[config.mk]
export PLATFORM = sky130hd
export DESIGN_NAME = univ_shift_register
export DESIGN_NICKNAME = d
export VERILOG_FILES = /design/src/rtl/univ_shift_register.sv
export SDC_FILE = /design/constraint.sdc
export NUM_CORES = 1
export LEC_CHECK = 0
export CAP_MARGIN = 25
export CORE_MARGIN = 5
export CORE_UTILIZATION = 44
export DETAILED_ROUTE_END_ITERATION = 8
export PLACE_DENSITY = 0.83
export SLEW_MARGIN = 20
export SYNTH_ARGS = -nofsm -noshare
export SYNTH_HDL_FRONTEND = slang
export SYNTH_SLANG_ARGS = --single-unit
[constraint.sdc]
create_clock -name clk -period 1.55 [get_ports clk]
set_input_delay 0.155 -clock clk [delete_from_list [all_inputs] [get_ports clk]]
set_output_delay 0.155 -clock clk [all_outputs]
set_load 0.1 [all_outputs]
[src/rtl/univ_shift_register.sv]
// WIDTH-bit universal shift register with a self-timed N-shift sequencer (busy/done handshake).
// Define UNIV_SHIFT_REGISTER_ABORT_EN to add an abort input that cancels a running sequence.
module univ_shift_register #(
  parameter int              WIDTH     = 8,
  parameter logic [WIDTH-1:0] RESET_VAL = '0,
  parameter int              CW        = $clog2(WIDTH + 1)
) (
  input  logic             clk,
  input  logic             reset,
  input  logic             E,
  input  logic [2:0]       mode,
  input  logic [WIDTH-1:0] D,
  input  logic             sin,
  input  logic             start,
  input  logic [CW-1:0]    n,
`ifdef UNIV_SHIFT_REGISTER_ABORT_EN
  input  logic             abort,
`endif
  output logic [WIDTH-1:0] Q,
  output logic             sout,
  output logic             busy,
  output logic             done
);

  typedef enum logic [1:0] {IDLE, RUN, DONE} state_t;

  state_t           state;
  logic [CW-1:0]    count;
  logic [2:0]       lmode;
  logic [2:0]       op;
  logic [WIDTH-1:0] nxt_q;
  logic             nxt_sout;
  logic             abort_req;
  logic             seq_mode;
  logic [CW-1:0]    n_sat;

`ifdef UNIV_SHIFT_REGISTER_ABORT_EN
  assign abort_req = abort;
`else
  assign abort_req = 1'b0;
`endif

  // Only shift/rotate modes launch a real sequence; hold/load/clear degenerate to n=0.
  assign seq_mode = (mode[2:1] == 2'b01) || (mode[2:1] == 2'b10) || (mode == 3'b111);
  assign n_sat    = (n > CW'(WIDTH)) ? CW'(WIDTH) : n;
  assign op       = (state == RUN) ? lmode : mode;

  always_comb begin
    nxt_q    = Q;
    nxt_sout = sout;
    case (op)
      3'b001: nxt_q = D;
      3'b010: begin nxt_q = {Q[WIDTH-2:0], sin};      nxt_sout = Q[WIDTH-1]; end
      3'b011: begin nxt_q = {sin, Q[WIDTH-1:1]};      nxt_sout = Q[0];       end
      3'b100: begin nxt_q = {Q[WIDTH-2:0], Q[WIDTH-1]}; nxt_sout = Q[WIDTH-1]; end
      3'b101: begin nxt_q = {Q[0], Q[WIDTH-1:1]};     nxt_sout = Q[0];       end
      3'b110: nxt_q = '0;
      3'b111: begin nxt_q = {Q[WIDTH-1], Q[WIDTH-1:1]}; nxt_sout = Q[0];     end
      default: ;
    endcase
  end

  always_ff @(posedge clk or negedge reset) begin
    if (!reset) begin
      state <= IDLE;
      count <= '0;
      lmode <= 3'b000;
      Q     <= RESET_VAL;
      sout  <= 1'b0;
      busy  <= 1'b0;
      done  <= 1'b0;
    end else begin
      done <= 1'b0;
      case (state)
        IDLE: begin
          if (start) begin
            if (seq_mode && n != '0) begin
              state <= RUN;
              busy  <= 1'b1;
              lmode <= mode;
              count <= n_sat;
            end else begin
              state <= DONE;
              done  <= 1'b1;
            end
          end else if (E) begin
            Q    <= nxt_q;
            sout <= nxt_sout;
          end
        end
        RUN: begin
          if (abort_req) begin
            state <= IDLE;
            busy  <= 1'b0;
            count <= '0;
          end else begin
            Q     <= nxt_q;
            sout  <= nxt_sout;
            count <= count - CW'(1);
            if (count == CW'(1)) begin
              state <= DONE;
              busy  <= 1'b0;
              done  <= 1'b1;
            end
          end
        end
        DONE: state <= IDLE;
        default: begin
          state <= IDLE;
          busy  <= 1'b0;
        end
      endcase
    end
  end

endmodule

==> metrics.txt, run 1 <==
I/O Pins 31; crit start category flop; Synth Cell Area 1324 um^2; final core occ 0.7672; clk_skew 0.007883 ns; vias in the first global route 1417; min cycle time layout 1.809 ns; die area 4206 um^2; Final Setup Violations 17; Final Instance Count excl. Fillers 238; worst hold slack 0.1699 ns; DR vias 1409; dpl hpwl 2.928 mm; post-synthesis sequential area ratio 0.3781; placed cell areas 1988 um^2; Post-synth top flop dfrtp_1; Iter 0 DRT Violations 96; H-tree depth 1; filler instances 165; Nets 228; Tcrit/Tclk final 1.167; largest net degree at the start of global routing 21; DIE WIDTH 64.85 um; failing checks setup timing; ys async rst share 1.000; IO Port Bufs 30; Layout Area Growth over Synthesis 72.59%; Max Cap Viol 0; slew margin rel. 0.7432; Fin. Hold Viols 0; CTS tree done; fin area 2285 um^2; initial antenna violation count 0; drt drc 0; worst slew pin tran 0.3804 ns; syn_area_per_cell 9.322 um^2; cts bufs inserted 3; drt wl/cell 18.99 um; number of synthesized flops with an enable pin 0; Final GP Congestion 0.8487; Slew Viols, Final 0; core area 2978 um^2; Final WS setup -0.2592 ns; routed vias/inst 5.920; Crit path arrival time 2.04 ns; # diodes 0; placed instance count 229; status finished, violations left; Required @ worst endpoint 1.78 ns; first-pass iteration count of the detailed router 4; RSZ-0062 raised after global routing yes; yosys warns 0; clk root buf clkbuf_4; fmax 552.7 MHz; Post-Syn Instances 142; CTS max path bufs 2; post-route ant nets 0; Synth Register Bits 20; share of layout cells above drive strength 1 0.4390; syn_nets 164; WS Path Type flop to flop; highest fanout seen on the critical path 8; Chip Height 64.85 um; Synth cell types 42; All-Layer GR Usage 0.1996; Clock Sinks 20; first-pass GRT wire length 6.527 mm; Initial Utilization 0.4445; grt ovf 0; CTS clk-pin slew, worst paths 0.13 ns; row count 20; Total Wirelength 4.519 mm; Critical Path End Type flop; worst-skew pair later-pin latency 0.32 ns; Hold Path Class input pin to async pin
## Yosys cell counts (3+ instances only)
master	instances	area (um^2)
a31oi_1	7	43.79
a21o_1	6	45.04
mux2_1	3	33.78
a311oi_1	3	26.28
dfrtp_1	20	500.5
o21ai_0	3	15.01
nor2_1	18	67.56
nand2b_1	3	18.77
inv_1	7	26.28
buf_6	3	33.78
mux2i_1	4	40.04
nor3_1	4	20.02
nand2_1	9	33.78
buf_2	4	20.02
a21oi_1	10	50.05
o31ai_2	4	50.05
## critical path, cell delays in order (launching register included)
cell and delay (ns):
dfrtp_1 0.44, buf_6 0.14, nor2b_4 0.19, mux2_4 0.36
a21o_4 0.24, buf_12 0.15, o31ai_4 0.21
## flip-flops by register name, indices dropped and copies added, names as in the netlist
register  cells
sout          1
busy          1
done          1
state         2
lmode         3
count         4
Q             8
## area by class of cell
type                            count  area (um^2)  area share
Timing Repair Buffer               67        726.9      0.3182
Tap cell                           33        41.29     0.01807
Inverter                            7        26.28     0.01150
Multi-Input combinational cell    107        962.2      0.4211
Sequential cell                    20        501.7      0.2196
Clock buffer                        4        26.28     0.01150
## per-layer routing
metal | routed length [um] | share of wire | track usage | up-vias
met5 | 0 | 0 | 0 | -
met4 | 155 | 0.034 | 0.08179 | 0
met3 | 226 | 0.050 | 0.03120 | 19
met2 | 2300 | 0.51 | 0.3372 | 53
met1 | 1838 | 0.41 | 0.2522 | 686
li1 | - | - | - | 651
## timing repair
item / in CTS / in global routing
hold buffers: 0 / 0
buffers inserted: 3 / 6
setup endpoints to repair: 16 / 20
gates resized for setup: 16 / 28
pin swaps: 5 / 13
## worst paths after layout
check | start | endpoint | slack [ns] | cells after the start
max | state[1] | Q[5] | -0.26 | 6
min | reset | Q[4] | 0.17 | 2
max reg2reg | state[1] | Q[5] | -0.26 | 6
min reg2reg | count[0] | count[0] | 0.53 | 1
max in group asynchronous | reset | Q[0] | 1.15 | 2
min in group clk | D[1] | Q[1] | 0.45 | 3
## cells in the final DEF, fill, tap and decap left out, types with 3 or more instances in the layout
cell             Yosys  layout
nand2_1              9       3
o31ai_4              0       3
nand2_4              0       3
a31oi_4              0       3
buf_12               0      12
a21oi_1             10      10
buf_6                3       7
clkdlybuf4s50_1      0      19
a31oi_1              7       4
buf_4                0      29
mux2_4               2       5
clkbuf_4             0       3
nor3_1               4       3
a21o_1               6       5
nor2_1              18      16
nand2_2              1       4
dfrtp_1             20      19
inv_1                7       7
## stage by stage
stage                     setup WS [ns]  TNS (ns)
after floorplan                -0.08318   -0.5535
after global placement          -0.2724    -3.633
after detailed placement        -0.3360    -4.363
after CTS                       -0.1263   -0.9913
after global routing            -0.3313    -4.061
final                           -0.2592    -3.156
## cells by family (layout without fill, tap and decap cells)
| family | Yosys count | after routing | synth area share |
|---|---|---|---|
| compound gates | 49 | 49 | 0.2779 |
| flops | 20 | 20 | 0.3781 |
| fa+ha+maj | 2 | 2 | 0.01890 |
| buf+inv | 15 | 78 | 0.06333 |
| mux | 9 | 9 | 0.07845 |
| simple gates | 45 | 45 | 0.1701 |
| xor+xnor | 2 | 2 | 0.01323 |
Power of run 1 is not shown: default switching activity piles up to over one toggle a cycle in this logic, so the estimate is an artifact.
==> run 2, diff against run 1 <==
- SLEW_MARGIN: 20 -> unset
==> results of run 2 <==
No change in the layout: final DEF, timing and power equal those of run 1.
Power of run 2 is left out for the same reason.
==> run 3, diff against run 2 <==
- CAP_MARGIN: 25 -> 15
==> results of run 3 <==
No change in the layout: final DEF, timing and power equal those of run 1.
Power of run 3 is left out for the same reason.
